$ cat src/rtl/round_pkg.sv
`default_nettype none
// ============================================================================
// Module      : round_pkg
// Description : Shared state encoding, limits and penalty saturation helper
//               for the symbol-counting game sequencer.
// Revision    : 1.0 - initial release
// ============================================================================
package round_pkg;

    typedef enum logic [2:0] {
        IDLE  = 3'd0,
        SHOW  = 3'd1,
        GUESS = 3'd2,
        SCORE = 3'd3,
        LATCH = 3'd4,
        DONE  = 3'd5
    } state_t;

    localparam logic [7:0] USER_CNT_MAX = 8'd255;
    localparam logic [9:0] PENALTY_MAX  = 10'd1023;

    // Clamp an 11-bit running sum back into the 10-bit penalty range.
    function automatic logic [9:0] sat_penalty(input logic [10:0] sum);
        if (sum > {1'b0, PENALTY_MAX}) begin
            return PENALTY_MAX;
        end
        return sum[9:0];
    endfunction

endpackage : round_pkg
`default_nettype wire

$ cat src/rtl/tick_gen.sv
`default_nettype none
// ============================================================================
// Module      : tick_gen
// Description : Millisecond prescaler; pulses tick on the cycle the counter
//               wraps and restarts from zero whenever clr is high.
// Revision    : 1.0 - initial release
// ============================================================================
module tick_gen #(
    parameter int TICK_DIV = 100000
) (
    input  logic Clk100M,
    input  logic Rst_n,
    input  logic clr,
    output logic tick
);

    localparam int                 c_CNT_W = (TICK_DIV > 1) ? $clog2(TICK_DIV) : 1;
    localparam logic [c_CNT_W-1:0] c_WRAP  = c_CNT_W'(TICK_DIV - 1);

    logic [c_CNT_W-1:0] r_cnt;

    always_ff @(posedge Clk100M or negedge Rst_n) begin
        if (!Rst_n) begin
            r_cnt <= '0;
        end else if (clr || (r_cnt == c_WRAP)) begin
            r_cnt <= '0;
        end else begin
            r_cnt <= r_cnt + 1'b1;
        end
    end

    // Not masked by clr: the sequencer derives clr from tick on phase exit.
    assign tick = (r_cnt == c_WRAP);

endmodule : tick_gen
`default_nettype wire

$ cat src/rtl/round_sequencer.sv
`default_nettype none
// ============================================================================
// Module      : round_sequencer
// Description : Game controller: runs NUM_ROUNDS show/guess/score rounds,
//               drives the score comparator and accumulates the penalty.
// Revision    : 1.0 - initial release
// ============================================================================
module round_sequencer
    import round_pkg::*;
#(
    parameter int TICK_DIV   = 100000,
    parameter int SHOW_MS    = 3000,
    parameter int GUESS_MS   = 10000,
    parameter int NUM_ROUNDS = 5,
    parameter int SETTLE     = 3
) (
    input  logic       Clk100M,
    input  logic       Rst_n,
    input  logic       go,
    input  logic       user_btn,
    input  logic       submit,
    input  logic [4:0] difference,
    output logic       show_symbols,
    output logic       score_start,
    output logic       score_stop,
    output logic [7:0] user_count,
    output logic [3:0] round,
    output logic [9:0] total_penalty,
    output logic       busy,
    output logic       done
);

    localparam int c_TMR_MAX0 = (SHOW_MS > GUESS_MS) ? SHOW_MS : GUESS_MS;
    localparam int c_TMR_MAX  = (c_TMR_MAX0 > SETTLE) ? c_TMR_MAX0 : SETTLE;
    localparam int c_TMR_W    = $clog2(c_TMR_MAX);

    localparam logic [c_TMR_W-1:0] c_SHOW_LAST   = c_TMR_W'(SHOW_MS - 1);
    localparam logic [c_TMR_W-1:0] c_GUESS_LAST  = c_TMR_W'(GUESS_MS - 1);
    localparam logic [c_TMR_W-1:0] c_SETTLE_LAST = c_TMR_W'(SETTLE - 1);
    localparam logic [3:0]         c_LAST_ROUND  = 4'(NUM_ROUNDS - 1);

    state_t             r_state;
    logic [c_TMR_W-1:0] r_timer;
    logic               r_show_symbols;
    logic               r_score_start;
    logic               r_score_stop;
    logic [7:0]         r_user_count;
    logic [3:0]         r_round;
    logic [9:0]         r_total_penalty;
    logic               r_busy;
    logic               r_done;

    logic               w_tick;
    logic               w_advance;
    logic               w_last_round;
    logic [10:0]        w_pen_sum;

    tick_gen #(
        .TICK_DIV (TICK_DIV)
    ) u_tick_gen (
        .Clk100M (Clk100M),
        .Rst_n   (Rst_n),
        .clr     (w_advance),
        .tick    (w_tick)
    );

    // w_advance marks the last cycle of the current state; it also restarts
    // the prescaler so every phase begins on a fresh tick boundary.
    always_comb begin
        w_advance = 1'b0;
        case (r_state)
            IDLE, DONE: w_advance = go;
            SHOW:       w_advance = w_tick && (r_timer == c_SHOW_LAST);
            GUESS:      w_advance = submit || (w_tick && (r_timer == c_GUESS_LAST));
            SCORE:      w_advance = (r_timer == c_SETTLE_LAST);
            LATCH:      w_advance = 1'b1;
            default:    w_advance = 1'b0;
        endcase
    end

    assign w_last_round = (r_round == c_LAST_ROUND);
    assign w_pen_sum    = {1'b0, r_total_penalty} + {6'd0, difference};

    always_ff @(posedge Clk100M or negedge Rst_n) begin
        if (!Rst_n) begin
            r_state         <= IDLE;
            r_timer         <= '0;
            r_show_symbols  <= 1'b0;
            r_score_start   <= 1'b0;
            r_score_stop    <= 1'b0;
            r_user_count    <= '0;
            r_round         <= '0;
            r_total_penalty <= '0;
            r_busy          <= 1'b0;
            r_done          <= 1'b0;
        end else begin
            r_score_start <= 1'b0;
            r_score_stop  <= 1'b0;
            case (r_state)
                IDLE, DONE: begin
                    if (w_advance) begin
                        r_state         <= SHOW;
                        r_timer         <= '0;
                        r_round         <= '0;
                        r_total_penalty <= '0;
                        r_user_count    <= '0;
                        r_show_symbols  <= 1'b1;
                        r_busy          <= 1'b1;
                        r_done          <= 1'b0;
                    end
                end
                SHOW: begin
                    if (w_advance) begin
                        r_state        <= GUESS;
                        r_timer        <= '0;
                        r_show_symbols <= 1'b0;
                    end else if (w_tick) begin
                        r_timer <= r_timer + 1'b1;
                    end
                end
                GUESS: begin
                    // A press in the exit cycle still counts.
                    if (user_btn && (r_user_count != USER_CNT_MAX)) begin
                        r_user_count <= r_user_count + 8'd1;
                    end
                    if (w_advance) begin
                        r_state       <= SCORE;
                        r_timer       <= '0;
                        r_score_start <= 1'b1;
                    end else if (w_tick) begin
                        r_timer <= r_timer + 1'b1;
                    end
                end
                SCORE: begin
                    if (w_advance) begin
                        r_state      <= LATCH;
                        r_timer      <= '0;
                        r_score_stop <= 1'b1;
                    end else begin
                        r_timer <= r_timer + 1'b1;
                    end
                end
                LATCH: begin
                    r_total_penalty <= sat_penalty(w_pen_sum);
                    r_timer         <= '0;
                    if (w_last_round) begin
                        r_state <= DONE;
                        r_busy  <= 1'b0;
                        r_done  <= 1'b1;
                    end else begin
                        r_state        <= SHOW;
                        r_round        <= r_round + 4'd1;
                        r_user_count   <= '0;
                        r_show_symbols <= 1'b1;
                    end
                end
                default: begin
                    r_state        <= IDLE;
                    r_timer        <= '0;
                    r_show_symbols <= 1'b0;
                    r_busy         <= 1'b0;
                    r_done         <= 1'b0;
                end
            endcase
        end
    end

    assign show_symbols  = r_show_symbols;
    assign score_start   = r_score_start;
    assign score_stop    = r_score_stop;
    assign user_count    = r_user_count;
    assign round         = r_round;
    assign total_penalty = r_total_penalty;
    assign busy          = r_busy;
    assign done          = r_done;

endmodule : round_sequencer
`default_nettype wire

$ cat config.mk
export PLATFORM = sky130hd
export DESIGN_NAME = round_sequencer
export DESIGN_NICKNAME = d
export VERILOG_FILES = /design/src/rtl/round_pkg.sv /design/src/rtl/tick_gen.sv /design/src/rtl/round_sequencer.sv
export SDC_FILE = /design/constraint.sdc
export NUM_CORES = 1
export LEC_CHECK = 0
export ABC_AREA = 1
export BUFFER_PORTS_ARGS = -buffer_cell sky130_fd_sc_hd__buf_4
export CORE_MARGIN = 8
export CORE_UTILIZATION = 64
export DETAILED_ROUTE_END_ITERATION = 8
export MAX_ROUTING_LAYER = met4
export PLACE_DENSITY = 0.85
export SETUP_SLACK_MARGIN = 0.15
export SLEW_MARGIN = 20
export SYNTH_ARGS = -nofsm -noshare
export SYNTH_HDL_FRONTEND = slang
export SYNTH_SLANG_ARGS = --single-unit
$ cat constraint.sdc
create_clock -name Clk100M -period 4.1 [get_ports Clk100M]
set_input_delay 0.615 -clock Clk100M [delete_from_list [all_inputs] [get_ports Clk100M]]
set_output_delay 0.615 -clock Clk100M [all_outputs]
set_load 0.02 [all_outputs]
# == Yosys cells after proc, flatten, opt, wreduce, memory -nomap -nowiden ==
# Cells that the tools add are included.
# classes
n_lt_le_gt_ge,1
muxes,37
n_eq_ne,19
addsub,5
bitwise,2
reduce_logical,19
# ops
cell,count
2-to-1 mux 14 bit,4
case mux 14 bit (3 select lines),1
2-to-1 mux 10 bit,3
2-to-1 mux 8 bit,3
case mux 8 bit (3 select lines),1
case mux 10 bit (2 select lines),1
"adder 17 x 1 -> 17 bit, second input constant",1
"equality test 17 bit, second input constant",1
2-to-1 mux 17 bit,1
2-to-1 mux 3 bit,5
case mux 3 bit (5 select lines),1
"adder 14 x 1 -> 14 bit, second input constant",1
"equality test 14 x 12 -> 1 bit, second input constant",1
"equality test 14 bit, second input constant",1
"equality test 14 x 2 -> 1 bit, second input constant",1
AND reduction 4 bit,3
adder 10 x 5 -> 11 bit,1
"> comparator 11 x 10 -> 1 bit, second input constant",1
2-to-1 mux 1 bit,10
"adder 8 x 1 -> 8 bit, second input constant",1
2-to-1 mux 4 bit,2
"!= test 2 x 1 -> 1 bit, second input constant",4
"!= test 8 bit, second input constant",1
case mux 4 bit (2 select lines),1
other kinds (20),33
# word_totals
register_bits,61
word_cells,94
input_bits,10
out_inout_bits,27

# == Logic depth before layout (Yosys ltp) ==
# Gate-level depths: netlist of the first run.
# depth
word_depth,6
mapped_depth,14
ltp_nobuf,14

# == Hierarchy ==
# Synthesis of the first run repeated with hierarchy kept, for this count alone.
# unflattened
hier_cells,532
hier_area_um2,3916.3
# modules_own_cells
mod,seq_area_each_um2,cells_per_inst,n_inst,area_per_inst_um2
round_sequencer,1101.1,403,1,2897.8
tick_gen,425.4,129,1,1018.5

# == Least setup slack after synthesis of the first run ==
# OpenSTA, ideal clock, no wires.
# synth_timing
path_type,input-to-reg
startpoint,input port difference[0]
endpoint,"register r_total_penalty[1], in the netlist total_penalty[1]"
path_buffers,0
t_required_ns,4.017
slack_ns,1.954
stages,14
setup_ns,0.083
arrival_time_ns,2.063
cell_sequence,ha_1 -> inv_1 -> fa_1 -> inv_1 -> nand3_1 -> nand2_1 -> nand2_1 -> nand2_1 -> nand3_1 -> nor2_1 -> inv_1 -> nand2_1 -> nand2_1 -> o21ai_0
# synth_via
elab_chain_cells,6
# synth_rtl
element,line_no,source
"start, declared",round_sequencer.sv:22,"input logic [4:0] difference,"
adder 10 x 5 -> 11 bit *,round_sequencer.sv:82,"assign w_pen_sum = {1'b0, r_total_penalty} + {6'd0, difference};"
> comparator 11 x 10 -> 1 bit,round_pkg.sv:24,"if (sum > {1'b0, PENALTY_MAX}) begin"
2-to-1 mux 1 bit,round_pkg.sv:24,
2-to-1 mux 1 bit,round_sequencer.sv:99,case (r_state)
2-to-1 mux 10 bit *,round_pkg.sv:27,return sum[9:0];
case mux 10 bit (2 select lines) *,round_sequencer.sv:99,
"end signal, assigned",round_sequencer.sv:144,r_total_penalty <= sat_penalty(w_pen_sum);
"end, declared",round_sequencer.sv:49,logic [9:0] r_total_penalty;
# Mark *: on every way between the ends. The rest lies on a longest branch, timed or not. The select of a mux whose other input is x is not followed.
# A chain may end at the register's enable or synchronous reset.

# == Worst setup path after layout of the first run ==
# layout_timing
startpoint,register r_state[1]
endpoint,"register r_user_count[2], in the netlist user_count[2]"
# layout_via
elab_chain_cells,5
elab_cells_between_ends,14
cone_classes,8 x eq/ne; 2 x mux; 4 x reduce/logical
# layout_rtl
element,line_no,source
"start, declared",round_sequencer.sv:42,state_t r_state;
"start signal, assigned",round_sequencer.sv:86,r_state <= IDLE;
"start signal, assigned",round_sequencer.sv:102,r_state <= SHOW;
"start signal, assigned",round_sequencer.sv:114,r_state <= GUESS;
equality test 3 bit or logical NOT 3 bit (tied branches),"round_sequencer.sv:71, round_sequencer.sv:99",
OR reduction 2 bit,"round_sequencer.sv:71, round_sequencer.sv:99",
case mux 1 bit (5 select lines),round_sequencer.sv:71,case (r_state)
!= test 2 x 1 -> 1 bit (no source line),n/a,
AND reduction 4 bit (no source line),n/a,
"end signal, assigned",round_sequencer.sv:124,r_user_count <= r_user_count + 8'd1;
"end, declared",round_sequencer.sv:47,logic [7:0] r_user_count;
# Parallel ways exist; a longest one is shown, timed or not.

==> results of run 1 <==
-- cell usage in the layout (no fill, tap or decap), drive strengths merged --
cell | synthesis | final
a21boi | 1 | 1
dfrtp | 61 | 61
nor4 | 4 | 4
xor2 | 14 | 14
ha | 11 | 11
clkbuf | 5 | 13
o21ai | 26 | 26
clkinvlp | 0 | 1
nor2 | 87 | 87
inv | 64 | 64
o211ai | 1 | 1
nand4 | 17 | 17
buf | 6 | 36
xnor2 | 6 | 6
a21oi | 18 | 18
and2 | 1 | 1
nand3 | 41 | 41
bufinv | 0 | 2
nand3b | 1 | 1
fa | 1 | 1
nand2 | 160 | 160
nor3 | 17 | 17
-- cell families (layout without fill, tap and decap cells) --
kind of cell               Yosys count  count (layout)
and+or+nand+nor                    328             328
buffers and inverters               75             116
DFF                                 61              61
AOI/OAI and AO/OA                   46              46
xor gates and xnor gates            20              20
adders and majority gates           12              12
-- power by group --
group | switching [uW] | internal, uW
Sequential | 39.8 | 645
Clock | 238 | 377
Combinational | 327 | 131
-- stage by stage --
stage               utilization [%]  instances  instance area [um^2]
CTS                           74.47        658                  4383
floorplan                         -        542                  3861
finish                        74.47        658                  4383
global placement              70.62        642                  4156
global route                  74.47        658                  4383
detailed placement            70.62        642                  4156
-- Yosys cell counts --
cell type | number | share of area, %
nor3_1 | 15 | 1.9
nand2_1 | 154 | 15
nor2_8 | 1 | 0.52
o21ai_0 | 24 | 3.1
xor2_1 | 14 | 3.2
ha_1 | 11 | 3.6
a21oi_4 | 1 | 0.42
inv_1 | 62 | 6.0
o21ai_2 | 1 | 0.23
dfrtp_1 | 61 | 40
buf_2 | 1 | 0.13
nand3_2 | 2 | 0.52
fa_1 | 1 | 0.52
clkbuf_1 | 5 | 0.49
inv_4 | 1 | 0.16
buf_6 | 2 | 0.58
nand2_2 | 4 | 0.65
nor4_1 | 4 | 0.65
o21ai_4 | 1 | 0.42
xnor2_1 | 6 | 1.4
nor3_2 | 2 | 0.52
and2_1 | 1 | 0.16
buf_4 | 3 | 0.58
o211ai_1 | 1 | 0.19
a21oi_1 | 17 | 2.2
nand4_1 | 17 | 2.8
nor2_1 | 84 | 8.2
nand2_4 | 2 | 0.58
nand3b_1 | 1 | 0.19
nor2_2 | 2 | 0.32
nand3_1 | 39 | 5.1
a21boi_1 | 1 | 0.19
inv_2 | 1 | 0.097
-- registers in the layout (all words and copies together) (netlist names) --
name and count:
busy 1, done 1, r_state 3, r_timer 14, round 4, score_start 1, score_stop 1, show_symbols 1
total_penalty 10, u_tick_gen.r_cnt 17, user_count 8
-- per-layer routing --
layer  vias up  wire, um  global-route usage [%]
li1       1805         -                       -
met1      1687      4001                   27.01
met2       103      4135                   34.08
met3        18       400                   4.237
met4         0       176                   8.587
met5         -         0                       -
-- worst reg2reg max path: cells and delay by family, from the launching register on --
kind	cells	cell delay [ps]
AOI/OAI and AO/OA	1	160
buffers and inverters	1	110
DFF	1	460
and+or+nand+nor	8	1900
-- cell type report --
cell class	instances	share of cell area, %
flip-flops and latches	61	34.83
well taps	75	2.141
clock inverters	3	1.542
repair buffers	36	6.166
clock buffers	13	3.625
multi-input cells	406	46.16
inverters	64	5.538
-- final timing paths --
check                                               from                             to  slack [ps]  cells past startpoint
max                               r_state[1]$_DFFE_PN0P_      user_count[2]$_DFFE_PN0P_        1360                     10
min                                                Rst_n         r_timer[2]$_DFFE_PN0P_         350                      1
max reg2reg                       r_state[1]$_DFFE_PN0P_      user_count[2]$_DFFE_PN0P_        1360                     10
min reg2reg                u_tick_gen.r_cnt[0]$_DFF_PN0_  u_tick_gen.r_cnt[0]$_DFF_PN0_         470                      1
max in group asynchronous                          Rst_n  u_tick_gen.r_cnt[9]$_DFF_PN0_        3260                      1
min in group Clk100M       u_tick_gen.r_cnt[0]$_DFF_PN0_  u_tick_gen.r_cnt[0]$_DFF_PN0_         470                      1
==> impl_summary.txt, run 1 <==
----------------------------------------------------
[Clock tree]
  TritonCTS clock tree ... done
  Resized cells post-CTS ... 0
  TritonCTS Sinks ... 61
  Clock transition at the registers of the reported paths ... roughly 80 ps
  Worst-skew pair later-pin latency ... 340 ps
  CTS H-tree depth ... 3
  Post-CTS Repair Setup Buffers ... 0
  Maximum clock path buffer count ... 2
  Number of buffers inserted for hold repair after clock tree synthesis ... 0
  Root cell of the clock tree ... clkbuf_8
  TritonCTS buffer count ... 9

[STA]
  Max Clk Rate ... about 0.36 GHz
  Worst max-slew margin expressed relative to the limit ... between 30% and 40%
  Worst Slack Setup Final ... 1357 ps
  RSZ-0062 raised after global routing ... false
  Period utilisation layout ... approximately two thirds
  Worst hold slack after final layout ... around 350 ps
  Hold Fails Final Rpt ... 0
  Fin Setup TNS ... 0 ps
  Layout Skew ... approximately 13 ps
  Max Transition Viols Final ... 0
  Transition time at the pin with the least slew margin ... approximately 1000 ps
  Count of endpoints failing setup in the final report ... 0
  Clock period minus final worst setup slack ... between 2000 and 3000 ps

[Layout]
  Area taken by multi-input logic gates ... around 2000 um^2
  Number of nets at the end of the flow ... 600
  Diodes inserted ... 0
  Sequential cell area ... roughly 1500 um^2
  # fillers ... between 400 and 500
  Area added between synthesis and finish ... 13.51%
  Fraction of final layout cells with drive strength greater than 1 ... a little under an eighth

[Detailed routing]
  WL/cell ... around 13 um
  Number of optimization iterations in the first detailed-route pass ... 4
  Drt first-iter violations ... approximately 230
  Via count ... around 3600
  DRC violations left ... 0
  Aggregate routed wire length ... around 8700 um
  Via density ... 5.491
  Count of nets left with antenna violations after detail routing ... 0

[Synth]
  Share of cell area taken by muxes after synthesis ... 0%
  Fraction of the mapped netlist area in adder cells ... 4.083%
  Post-Synth XOR/XNOR Area ... about 4.5%
  Net count of the mapped netlist ... ~560
  Count of state elements after synthesis ... 61
  Netlist Area Pre-Place ... between 3000 and 4000 um^2
  Dominant combinational cell family by area after synthesis ... simple AND/OR/NAND/NOR gates
  Instance count of the mapped netlist ... 542
  Share of synthesized cell area in and, or, nand and nor gates ... between 30% and 40%
  Synth unique cells ... 33
  Sequential area share after synthesis ... approximately 40%
  Area fraction in compound gates after synthesis ... between 6 and 7%
  Warnings from Yosys ... 0
  Average cell area after synthesis ... slightly above 7 um^2

[Floorplan]
  Top-Level Pins ... 37
  Vert. Die Dim ... 93.68 um
  Core Area ... 5886 um^2
  # rows ... 28
  Floorplan die area ... about 8800 um^2
  Initial cell density of the core ... between 60% and 70%
  Die width ... 93.68 um

[Critical path]
  Worst Path Arrival ... 2950 ps
  Slowest stage delay, CP ... ~770 ps
  Top fanout value on the critical path ... 16
  Count of buffering cells on the critical path with inverters included ... 1
  Most frequent cell on the critical path ... nand2_1
  Family with the most delay on the worst path ... simple AND/OR/NAND/NOR gates
  Worst Setup Start Kind ... register
  Sequence of cells on the critical path ... inv_4 > nand2_1 > nor2_1 > a21oi_4 > nand2_2 > nor2_8 > nand3_2 > nand3_1 > nand2_1 > nand2_1
  Category of the worst setup path capture point ... register
  Required time of the critical path ... 4310 ps
  Cell with the largest stage delay on the worst path ... nor2_1
  Classification of the worst setup path ... register to register

[Placed design]
  Post-Place Worst Slack ... between 1000 and 1500 ps
  HPWL after DPL ... approximately 6300 um
  RD Place Congestion ... 0.9004
  Buffers added on ports ... 36

[Global routing]
  Number of global-route vias before repair ... 3380
  Tot GR Track Use ... 21.71%
  First-pass GRT wire length ... about 15000 um
  Pin count of the biggest net entering global routing ... 62
  Number of antenna violations at the first check in global routing ... 0
  GRT Residual Overflow ... 0

[Hold path]
  Min-delay worst type ... input pin to asynchronous set/reset pin

[Pwr]
  Worst ir drop on vdd ... about 250 uV
  Sum of internal, switching and leakage power ... approximately 1800 uW
  Total power per unit cell area ... ~400 nW/um^2
  Static power due to leakage ... approximately 0.0021 uW

[Outcome]
  Status ... finished, final reports clean

[Job]
  Maximum capacitance violations ... 0

----------------------------------------------------
(Power assumes the default switching activity.)
==> run 2, diff against run 1 <==
Settings changed: CORE_UTILIZATION 64 to 60, PLACE_DENSITY 0.85 to 0.81.
Clock period 4.1 ns to 2.8 ns, I/O delays scaled along.
==> run 2 against run 1 <==
Effect of this change: clock power is 25% higher; die area rose by 5.5%; sequential power rose by 47%; non-clock buffer count grew 2; cell area fell by 0.37%; register-to-register slack worse by 920 ps; clock skew decreased by 1.3 ps; maximum frequency increased by 16%; largest cell class unchanged; wire length decreased by 4.2%; final cell count up 0.61%; via count is 4.3% lower; count of clock-buffer cells in the layout fell by 1.
==> impl_summary.txt, run 2 (synthesis results as in run 1) <==
----------------------------------------------------
[Outcome]
  Status ... finished, final reports clean

[STA]
  Clock period minus final worst setup slack ... 2368 ps (-375.5 ps)
  Max Clk Rate ... 0.4224 GHz (+16%)
  Hold Fails Final Rpt ... 0 (unchanged)
  Layout Skew ... 11.97 ps (-1.336 ps)
  RSZ-0062 raised after global routing ... false
  Max Transition Viols Final ... 0 (unchanged)
  Fin Setup TNS ... 0 ps (unchanged)
  Count of endpoints failing setup in the final report ... 0 (unchanged)
  Worst max-slew margin expressed relative to the limit ... 50.35% (+18 points)
  Transition time at the pin with the least slew margin ... 744.7 ps (-269.8 ps)
  Period utilisation layout ... 84.56% (+18 points)

[Detailed routing]
  Aggregate routed wire length ... 8352 um (-4.2%)
  Via density ... 5.225 (-4.8%)
  Length of routed met3 wiring ... 291 um (-27%)
  Detailed-route wire length on metal 1 ... 3984 um (-0.42%)
  Detailed route wirelength on metal2 ... 3949 um (-4.5%)
  Count of nets left with antenna violations after detail routing ... 0 (unchanged)
  Top layer in use ... met4
  WL/cell ... 12.62 um (-4.7%)
  Number of optimization iterations in the first detailed-route pass ... 4 (unchanged)
  Drt first-iter violations ... 200 (-12%)
  Via count ... 3459 (-4.3%)
  DRC violations left ... 0 (unchanged)

[Clock tree]
  Clock transition at the registers of the reported paths ... 70 ps (about the same)
  TritonCTS Sinks ... 61 (unchanged)
  Post-CTS Repair Setup Buffers ... 0 (unchanged)
  Number of buffers inserted for hold repair after clock tree synthesis ... 0 (unchanged)
  Worst-skew pair later-pin latency ... 330 ps (about the same)
  TritonCTS buffer count ... 9 (unchanged)
  Resized cells post-CTS ... 0 (unchanged)
  CTS H-tree depth ... 3 (unchanged)
  TritonCTS clock tree ... done
  Maximum clock path buffer count ... 2 (unchanged)
  Root cell of the clock tree ... clkbuf_8

[Pwr]
  Worst ir drop on vdd ... 438.7 uV (+74%)
  Switching component of the power ... 878.0 uW (+45%)
  Clk network pwr share ... 31.2% (-3.8 points)
  Combinational share of power ... 27.9% (+1.8 points)
  Cell Int Power ... 1580 uW (+37%)
  Fraction of power consumed by sequential logic ... 40.9% (+1.9 points)
  Switching power as a share of total power ... 35.72% (+1.3 points)
  Static power due to leakage ... 0.002134 uW (-0.15%)
  Total power per unit cell area ... 562.9 nW/um^2 (+40%)
  Sum of internal, switching and leakage power ... 2458 uW (+40%)

[Placed design]
  HPWL after DPL ... 5987 um (-4.8%)
  RD Place Congestion ... 0.9514 (+5.7%)
  Buffers added on ports ... 36 (unchanged)
  Post-Place Cell Area ... 4174 um^2 (+0.42%)

[Critical path]
  Classification of the worst setup path ... register to register
  Worst Setup Start Kind ... register
  Category of the worst setup path capture point ... register
  Required time of the critical path ... 3070 ps (-1240 ps)
  Worst Path Arrival ... 2640 ps (-310 ps)
  Top fanout value on the critical path ... 16 (unchanged)

[Layout]
  Area taken by multi-input logic gates ... 2023 um^2 (unchanged)
  Area added between synthesis and finish ... 13.09%
  Commonest non-fill, non-tap cell in the layout ... nand2_1
  Commonest non-fill, non-tap cells in the layout ... nand2_1, nor2_1, inv_1, dfrtp_1, nand3_1
  Sequential cell area ... 1526 um^2 (unchanged)
  # fillers ... 528 (+19%)
  Flip-flop count of the largest register, all copies and words added ... 17 (unchanged)
  Number of nets at the end of the flow ... 602 (+0.33%)
  Post-layout utilization of the core ... 69.56% (-4.9 points)
  Register bank with the most flops ... u_tick_gen.r_cnt
  Final instance area ... 4367 um^2 (-0.37%)
  Diodes inserted ... 0 (unchanged)
  Fraction of final layout cells with drive strength greater than 1 ... 11.97% (+0.30 points)

[Job]
  Maximum capacitance violations ... 0 (unchanged)

[Global routing]
  Number of antenna violations at the first check in global routing ... 0 (unchanged)
  Pin count of the biggest net entering global routing ... 62 (unchanged)
  GRT Residual Overflow ... 0 (unchanged)
  First-pass GRT wire length ... 14840 um (-2.6%)
  Tot GR Track Use ... 20.49% (-1.2 points)
  Number of global-route vias before repair ... 3433 (+1.6%)

[Hold path]
  Min-delay worst type ... input pin to asynchronous set/reset pin

[Floorplan]
  Floorplan die area ... 9258 um^2 (+5.5%)
  Core Area ... 6277 um^2 (+6.7%)
  Vert. Die Dim ... 96.22 um (+2.7%)
  Initial cell density of the core ... 61.51% (-4.1 points)
  Die width ... 96.22 um (+2.7%)
  Top-Level Pins ... 37 (unchanged)
  # rows ... 29 (+3.6%)

----------------------------------------------------
[run 2: changes by cell type in the layout (fill, tap and decap cells not counted)]
cell | before | now
buf_4 | 36 | 38
clkinv_2 | 0 | 2
bufinv_16 | 2 | 1
clkbuf_8 | 11 | 10
[run 2: worst paths after layout]
path                                                from                        endpoint  slack [ps]  cells past startpoint
max                               r_state[1]$_DFFE_PN0P_       user_count[7]$_DFFE_PN0P_         430                     11
min                                                Rst_n  u_tick_gen.r_cnt[13]$_DFF_PN0_         170                      1
max reg2reg                       r_state[1]$_DFFE_PN0P_       user_count[7]$_DFFE_PN0P_         430                     11
min reg2reg                u_tick_gen.r_cnt[0]$_DFF_PN0_   u_tick_gen.r_cnt[0]$_DFF_PN0_         470                      1
max in group asynchronous                          Rst_n         r_timer[13]$_DFFE_PN0P_        2140                      1
min in group Clk100M                                  go                busy$_DFFE_PN0P_         320                      3
[run 2: per-stage QoR]
stage                     setup slack (ps)  hold WS, ps  cells
after detailed placement             447.7        456.2    646
after global routing                 192.3        226.7    662
after global placement               493.8        444.1    646
after floorplan                      762.8        124.4    542
final                                432.3        165.0    662
after CTS                            417.9        185.9    662
[run 2: per-layer routing]
metal | GRT usage, % | vias to the layer above
met3 | 3.354 | 13
met1 | 25.79 | 1566
li1 | - | 1807
met5 | - | -
met4 | 9.091 | 0
met2 | 31.73 | 73
[run 2: power by group through the flow]
stage / logic [uW] / clock network [uW] / registers, uW
3_3_place_gp: 671 / 0 / 1020
5_1_grt: 766 / 817 / 1010
3_5_place_dp: 683 / 0 / 1020
4_1_cts: 689 / 783 / 1000
6_report: 685 / 768 / 1010
2_1_floorplan: 530 / 0 / 1020
[run 2: worst max-delay path, cell delays in order (launching register included)]
cell	delay, ps
dfrtp_1	500
inv_4	80
nand2_1	90
nor2_1	40
buf_4	200
a21oi_4	310
nand2_2	150
nor2_8	170
nand3_2	280
nand3_1	340
nand2_1	90
nand2_1	60
[run 2: cell type report]
class	instances	share of cell area [%]
Clock buffer	12	3.324
Clock inverter	4	1.089
Inverter	64	5.559
Multi-Input combinational cell	406	46.33
Sequential cell	61	34.96
Tap cell	77	2.206
Timing Repair Buffer	38	6.533
